[src/rtl/uart_pkg.sv]
// Shared types and helpers for the UART receive path.
package uart_pkg;

    typedef enum logic [2:0] {
        IDLE,
        START,
        DATA,
        PARITY,
        STOP
    } rx_state_t;

    localparam int DATA_BITS = 8;

    function automatic int clks_per_bit(input int clk_hz, input int baud);
        return clk_hz / baud;
    endfunction

endpackage

[src/rtl/sync_2ff.sv]
// Two-flop synchroniser for a single asynchronous input; reset value is a parameter
// so it can be reused on lines with a different idle level.
module sync_2ff #(
    parameter logic RST_VAL = 1'b1
) (
    input  logic clk,
    input  logic rst,
    input  logic d,
    output logic q
);

    logic meta_q, meta_d;
    logic sync_q, sync_d;

    always_comb begin
        meta_d = d;
        sync_d = meta_q;
    end

    always_ff @(posedge clk) begin
        if (rst) begin
            meta_q <= RST_VAL;
            sync_q <= RST_VAL;
        end else begin
            meta_q <= meta_d;
            sync_q <= sync_d;
        end
    end

    assign q = sync_q;

endmodule

[src/rtl/uart_byte_rx.sv]
// 8N1 UART byte receiver with one-cycle valid/frame-error strobes.
// Define UART_RX_PARITY_EN to add a parity bit and the parity_err strobe.
module uart_byte_rx
    import uart_pkg::*;
#(
    parameter int CLK_HZ       = 100_000_000,
    parameter int BAUD         = 115_200,
    parameter int CLKS_PER_BIT = clks_per_bit(CLK_HZ, BAUD),
    parameter int PARITY_ODD   = 0
) (
    input  logic       clk,
    input  logic       rst,
    input  logic       rx_in,
    output logic [7:0] byte_out,
    output logic       valid_out,
    output logic       frame_err,
`ifdef UART_RX_PARITY_EN
    output logic       parity_err,
`endif
    output logic       busy
);

    localparam int BW = $clog2(CLKS_PER_BIT);
    localparam logic [BW-1:0] HALF_M1 = BW'(CLKS_PER_BIT / 2 - 1);
    localparam logic [BW-1:0] FULL_M1 = BW'(CLKS_PER_BIT - 1);
    localparam logic [2:0]    LAST_BIT = 3'(DATA_BITS - 1);

    if (CLKS_PER_BIT < 4 || PARITY_ODD < 0 || PARITY_ODD > 1) begin : g_param_check
        $error("uart_byte_rx: CLKS_PER_BIT must be >= 4 and PARITY_ODD 0 or 1");
    end

    logic rxs;

    sync_2ff #(.RST_VAL(1'b1)) u_sync (
        .clk (clk),
        .rst (rst),
        .d   (rx_in),
        .q   (rxs)
    );

    rx_state_t     state_q, state_d;
    logic [BW-1:0] baud_cnt_q, baud_cnt_d;
    logic [2:0]    bit_idx_q, bit_idx_d;
    logic [7:0]    shift_q, shift_d;
    logic [7:0]    byte_q, byte_d;
    logic          valid_q, valid_d;
    logic          ferr_q, ferr_d;
    logic          busy_q, busy_d;
    logic          rxs_prev_q, rxs_prev_d;
`ifdef UART_RX_PARITY_EN
    logic          par_bit_q, par_bit_d;
    logic          perr_q, perr_d;
`endif

    always_comb begin
        state_d    = state_q;
        baud_cnt_d = baud_cnt_q;
        bit_idx_d  = bit_idx_q;
        shift_d    = shift_q;
        byte_d     = byte_q;
        valid_d    = 1'b0;
        ferr_d     = 1'b0;
        busy_d     = busy_q;
        rxs_prev_d = rxs;
`ifdef UART_RX_PARITY_EN
        par_bit_d  = par_bit_q;
        perr_d     = 1'b0;
`endif
        case (state_q)
            IDLE: begin
                // Edge, not level: a line stuck low after a bad frame must go high first.
                if (rxs_prev_q && !rxs) begin
                    state_d    = START;
                    baud_cnt_d = '0;
                    busy_d     = 1'b1;
                end
            end
            START: begin
                if (baud_cnt_q == HALF_M1) begin
                    if (rxs) begin
                        state_d = IDLE;
                        busy_d  = 1'b0;
                    end else begin
                        state_d    = DATA;
                        baud_cnt_d = '0;
                        bit_idx_d  = '0;
                    end
                end else begin
                    baud_cnt_d = baud_cnt_q + BW'(1);
                end
            end
            DATA: begin
                if (baud_cnt_q == FULL_M1) begin
                    shift_d[bit_idx_q] = rxs;
                    baud_cnt_d         = '0;
                    if (bit_idx_q == LAST_BIT) begin
`ifdef UART_RX_PARITY_EN
                        state_d = PARITY;
`else
                        state_d = STOP;
`endif
                    end else begin
                        bit_idx_d = bit_idx_q + 3'd1;
                    end
                end else begin
                    baud_cnt_d = baud_cnt_q + BW'(1);
                end
            end
`ifdef UART_RX_PARITY_EN
            PARITY: begin
                if (baud_cnt_q == FULL_M1) begin
                    par_bit_d  = rxs;
                    baud_cnt_d = '0;
                    state_d    = STOP;
                end else begin
                    baud_cnt_d = baud_cnt_q + BW'(1);
                end
            end
`endif
            STOP: begin
                // Leave at mid-stop-bit so a following start edge is never missed.
                if (baud_cnt_q == FULL_M1) begin
                    state_d = IDLE;
                    busy_d  = 1'b0;
                    if (!rxs) begin
                        ferr_d = 1'b1;
                    end else begin
`ifdef UART_RX_PARITY_EN
                        if (par_bit_q != ((^shift_q) ^ PARITY_ODD[0])) begin
                            perr_d = 1'b1;
                        end else begin
                            valid_d = 1'b1;
                            byte_d  = shift_q;
                        end
`else
                        valid_d = 1'b1;
                        byte_d  = shift_q;
`endif
                    end
                end else begin
                    baud_cnt_d = baud_cnt_q + BW'(1);
                end
            end
            default: begin
                state_d = IDLE;
                busy_d  = 1'b0;
            end
        endcase
    end

    always_ff @(posedge clk) begin
        if (rst) begin
            state_q    <= IDLE;
            baud_cnt_q <= '0;
            bit_idx_q  <= '0;
            shift_q    <= '0;
            byte_q     <= '0;
            valid_q    <= 1'b0;
            ferr_q     <= 1'b0;
            busy_q     <= 1'b0;
            rxs_prev_q <= 1'b1;
`ifdef UART_RX_PARITY_EN
            par_bit_q  <= 1'b0;
            perr_q     <= 1'b0;
`endif
        end else begin
            state_q    <= state_d;
            baud_cnt_q <= baud_cnt_d;
            bit_idx_q  <= bit_idx_d;
            shift_q    <= shift_d;
            byte_q     <= byte_d;
            valid_q    <= valid_d;
            ferr_q     <= ferr_d;
            busy_q     <= busy_d;
            rxs_prev_q <= rxs_prev_d;
`ifdef UART_RX_PARITY_EN
            par_bit_q  <= par_bit_d;
            perr_q     <= perr_d;
`endif
        end
    end

    assign byte_out  = byte_q;
    assign valid_out = valid_q;
    assign frame_err = ferr_q;
    assign busy      = busy_q;
`ifdef UART_RX_PARITY_EN
    assign parity_err = perr_q;
`endif

endmodule

[config.mk]
export PLATFORM = sky130hd
export DESIGN_NAME = uart_byte_rx
export DESIGN_NICKNAME = d
export VERILOG_FILES = /design/src/rtl/uart_pkg.sv /design/src/rtl/sync_2ff.sv /design/src/rtl/uart_byte_rx.sv
export SDC_FILE = /design/constraint.sdc
export NUM_CORES = 1
export LEC_CHECK = 0
export BUFFER_PORTS_ARGS = -buffer_cell sky130_fd_sc_hd__buf_4
export CAP_MARGIN = 30
export CORE_ASPECT_RATIO = 1.75
export CORE_MARGIN = 4
export CORE_UTILIZATION = 59
export DETAILED_ROUTE_END_ITERATION = 10
export PLACE_DENSITY = 0.76
export SYNTH_ARGS = -nofsm -noshare
export SYNTH_HDL_FRONTEND = slang
export SYNTH_HIERARCHICAL = 1
export SYNTH_SLANG_ARGS = --single-unit
export TNS_END_PERCENT = 5
[constraint.sdc]
create_clock -name clk -period 3.1 [get_ports clk]
set_input_delay 0.62 -clock clk [delete_from_list [all_inputs] [get_ports clk]]
set_output_delay 0.62 -clock clk [all_outputs]
set_load 0.005 [all_outputs]
== Word-level counts from Yosys, hierarchy flattened ==
Index checks and enable logic that the tools add are counted.

* Bits of input ports: 3
* Word-level logic and storage cells: 75
* Flip-flop bits (word level): 38
* Output and inout bits: 11

* Multiplexer cells: 28
* Equal/unequal tests: 16
* Bitwise logic cells: 3
* Reductions and logical operators: 13
* Magnitude comparators: 2
* Add/subtract/negate cells: 2

{| class="wikitable"
|+ Operators with widths
! cell !! count
|-
| 10-bit two-way mux || 5
|-
| 10-bit case mux with 4 select lines || 1
|-
| 3-bit two-way mux || 9
|-
| 2-bit != test, second input constant || 8
|-
| 5-bit AND reduction || 3
|-
| 3-bit case mux with 4 select lines || 1
|-
| 10-bit by 1-bit adder with 10-bit output, second input constant || 1
|-
| 10-bit equality test, second input constant || 1
|-
| 10-bit by 9-bit equality test with 1-bit output, second input constant || 1
|-
| 8-bit bitwise mux || 1
|-
| 1-bit two-way mux || 7
|-
| 3-bit equality test, second input constant || 2
|-
| 3-bit case mux with 2 select lines || 1
|-
| 3-bit by 4-bit less-than comparator with 1-bit output, second input constant || 1
|-
| 1-bit case mux with 4 select lines || 1
|-
| 4-bit AND reduction || 1
|-
| 4-bit nonzero test || 1
|-
| 3-bit by 1-bit adder with 3-bit output, second input constant || 1
|-
| 1-bit demux with 3-bit select || 1
|-
| 3-bit by 1-bit equality test with 1-bit output, second input constant || 1
|-
| 3-bit by 2-bit equality test with 1-bit output, second input constant || 1
|-
| 3-bit by 1-bit greater-or-equal comparator with 1-bit output, second input constant || 1
|-
| 3-bit zero test || 1
|-
| 3-bit != test, second input constant || 1
|-
| 9 further kinds || 12
|}

== Depth between registers and ports, before layout ==
* Depth in word-level cells: 5
* Mapped depth: 8
* Mapped depth without buffers: 7

== By module ==
The synthesis kept the hierarchy.

{| class="wikitable"
|+ By module, submodules not included
! module !! area an instance (µm²) !! cells an instance !! seq. area each (µm²) !! times used
|-
| uart_byte_rx || 1911.8 || 222 || 720.7 || 1
|-
| sync_2ff || 52.6 || 4 || 40.0 || 1
|}

== Worst setup path before layout ==
No wires, ideal clock.

* Path type: register to register
* Start point: reg baud_cnt_q[0]
* End point: reg baud_cnt_q[1]
* Data required time: 2.985 ns
* Arrival: 2.254 ns
* Stages on the path, launching flop included: 9
* Slack: 0.731 ns
* Path buffers: 2
* Path through: dfxtp_1 ha_1 or4b_1 buf_2 or4_4 and3_4 buf_6 nor3b_1 o21a_1

* Cells in the longest elaborated chain, start to end: 3
* Elaborated cells between the ends (all ways): 10

{| class="wikitable"
|+ RTL lines
! element !! RTL line !! RTL
|-
| start: declaration || uart_byte_rx.sv:42 || <nowiki>logic [BW-1:0] baud_cnt_q, baud_cnt_d;</nowiki>
|-
| start signal: assignment || uart_byte_rx.sv:168 || <nowiki>baud_cnt_q <= baud_cnt_d;</nowiki>
|-
| 10-bit by 1-bit adder with 10-bit output (tied with other cells) || uart_byte_rx.sv:89, uart_byte_rx.sv:106, uart_byte_rx.sv:141 ||
|-
| 10-bit two-way mux (tied with other cells) || uart_byte_rx.sv:122 || <nowiki>if (baud_cnt_q == FULL_M1) begin</nowiki>
|-
| 10-bit case mux with 4 select lines / 4-bit AND reduction (equally long branches) || n/a ||
|}

Several ways; a longest one is shown, not always the timed one. The select of a mux whose other input is x is not followed.
A chain may end at the register's enable or synchronous reset.

== Worst setup path after layout ==
* Start point: reg baud_cnt_q[0]
* End point: reg baud_cnt_q[7]

Same word-level chain as after synthesis.

==> impl_metrics.toml <==
[setup_path]
critPathRequiredTime_ps = 3270
endpoint_kind = "register"
cp-start-kind = "register"
worstPathArrival_ps = 2750
critical_path_class = "register to register"
crit_fanout = 14

[synth]
synth_edf_count = 0
yosysTopAreaCell = "dfxtp_1"
async_reset_ff_share_pct = 0
netlist_area_um2 = 1960
synth-xor-area-share_pct = 0.446
yosys.area_share.simple_pct = 32.7
yosysMostFrequentCell = "dfxtp_1"
synth_fp_nets = 233
netlist-cell-type-count = 57
seq_area_frac_synth_pct = 38.7
synth_mux_area_share_pct = 5.10
synth_top_family_by_area = "simple AND/OR/NAND/NOR gates"
synth_area_per_cell_um2 = 8.69
synth_common_cells = "dfxtp_1 (38), nand2_1 (20), nor2_1 (19)"
synth_top_area_share_pct = 38.7
synth-compound-area-share_pct = 15.1
ys_warn_count = 6
synth_ff_type = "dfxtp_1"
synth_fa_ha_area_share_pct = 3.06
ys_top_cells_by_area = "dfxtp_1 (39%), mux2i_1 (5.1%), nand2_1 (3.8%)"
syn_inst = 226
ys_ff_latch = 38

[floorplan]
ioPinCount = 14
fp.coreArea_um2 = 3180
dieArea_um2 = 4350
start_util_pct = 61.9
die_y_um = 84.3
die_w_um = 51.6
rows = 27

[routing]
vias = 1689
firstDrtPassIters = 4
drt-total-wl_um = 4270
route.detailed.drc = 0
avgRoutedWirePerCell_um = 15.5
postRouteAntennaNets = 0
avgViaCountPerCell = 6.14
drt_iter0_markers = 74

[layout]
fill_cells = 299
final_layout_size_suffix_gt1_share_pct = 17.7
fin_util_pct = 67.0
area_growth_pct = 8.34
fin_cells = 275
fin_nets = 239
diodes = 0
final_area_um2 = 2130

[status]
status = "finished, final reports clean"

[clocking]
h-tree-depth = 2
root_buffer = "clkbuf_8"
post_cts_buffers = 0
insertion_delay_ps = 290
clkSlewWorstSetupHoldPaths_ps = 70
cts_buffer_depth = 2
clock_sinks = 38
cts.repair.resized = 0
ctsHoldBuffers = 0
cts_buffers = 5
cts_tree = "yes"

[sta]
whs_ps = 407
skew_ps = 6.52
slew_headroom_pct = 52.3
finalSetupViolations = 0
fin_crit_ps = 2570
tightest_slew_ps = 714
post-route-period-util_pct = 82.9
setup_ws_ps = 529
fmax_mhz = 389
rsz0062_at_grt = "false"
slew_viol_final = 0
setup-tns-final_ps = 0
finalHoldViolations = 0

[grt]
grt_first_pass_wirelength_um = 7070
grt.overflow.total = 0
antenna_found_initial = 0
track_usage_pct = 21.1
first_global_vias = 1611
grt_max_degree = 37

[pwr]
p_leak_nw = 0.793
p_int_mw = 0.660
pwr-share-comb_pct = 5.1
total_power_mw = 0.854
clkPwrFrac_pct = 36.6
p_sw_mw = 0.194
pwr-share-seq_pct = 58.3
p_sw_share_pct = 22.8
p_per_area_nw_per_um2 = 401
vdd.ir_drop.worst_mv = 0.438

[placement]
place_ws_ps = 570
place_congestion = 0.913
postPlaceCellArea_um2 = 2050
io_buffers = 13
hpwl_um = 3150
dp.cells = 268

[job]
maxCapViolations = 0

[worst_hold_path]
worstHoldPathType = "register to register"
worst max-delay path: stages, from the launching register on:
cell and delay, ps:
dfxtp_1 410, ha_1 260, or4b_1 590, or4_4 580, and3_4 220, and2_4 190, a32o_1 210
metal layers:
| layer | track usage, % | part of all wire, % | up-vias |
|---|---|---|---|
| li1 | - | - | 835 |
| met1 | 20.7 | 37 | 798 |
| met2 | 40.5 | 57 | 46 |
| met3 | 4.44 | 3.8 | 10 |
| met4 | 8.59 | 2.3 | 0 |
| met5 | 0 | 0 | - |
flip-flops by register name, indices dropped and copies added, names as in the netlist:
signal         flops
baud_cnt_q        10
byte_out           8
shift_q            8
bit_idx_q          3
state_q            3
busy               1
frame_err          1
rxs_prev_q         1
u_sync/meta_q      1
u_sync/q           1
valid_out          1
cells in the final DEF (no fill, tap or decap), types with 2 or more instances in the layout:
master	count
nand4_1	5
nand2_1	20
mux2i_1	10
a21oi_1	14
nand2b_1	3
clkinv_2	2
nor2_1	19
clkbuf_8	5
nor3_1	7
dfxtp_1	38
a31oi_1	3
inv_1	6
a211oi_1	2
nor4bb_1	2
or2_2	4
o22ai_1	2
nand3b_1	2
buf_4	14
a32o_1	5
nand3_1	15
or3b_2	3
or2_1	2
nor4_1	3
nor3b_1	2
nand4b_1	3
o21a_1	3
o21ai_0	5
and3b_1	2
ha_1	4
kinds of logic (layout without fill, tap and decap cells):
kind of cell | Yosys count | after routing
flip-flops | 38 | 38
AO/OA/AOI/OAI | 43 | 43
multiplexers | 10 | 10
XOR/XNOR | 1 | 1
adder cells (fa/ha/maj) | 5 | 5
AND/OR/NAND/NOR | 108 | 108
buffers and inverters | 21 | 27
area by class of cell:
class	instances	area (um2)	area share [%]
clock buffers	5	68.8	3.23
multi-input cells	167	1110	52.0
clock inverters	2	10.0	0.470
well taps	43	53.8	2.53
flip-flops and latches	38	761	35.7
inverters	6	22.5	1.06
repair buffers	14	105	4.94
final timing paths:
check | start | endpoint | slack (ps) | cells after the start
max reg2reg | baud_cnt_q[0] | baud_cnt_q[7] | 530 | 6
min reg2reg | u_sync/meta_q | u_sync/q | 410 | 1
max | baud_cnt_q[0] | baud_cnt_q[7] | 530 | 6
min | u_sync/meta_q | u_sync/q | 410 | 1
power groups by stage:
| stage | Clock, mW | Combinational [mW] | Sequential [mW] |
|---|---|---|---|
| 2_1_floorplan | 0 | 0.0377 | 0.504 |
| 5_1_grt | 0.345 | 0.0473 | 0.498 |
| 6_report | 0.313 | 0.0437 | 0.498 |
| 3_3_place_gp | 0 | 0.0409 | 0.508 |
| 3_5_place_dp | 0 | 0.0425 | 0.509 |
| 4_1_cts | 0.323 | 0.0427 | 0.497 |
(Power assumes the default switching activity.)
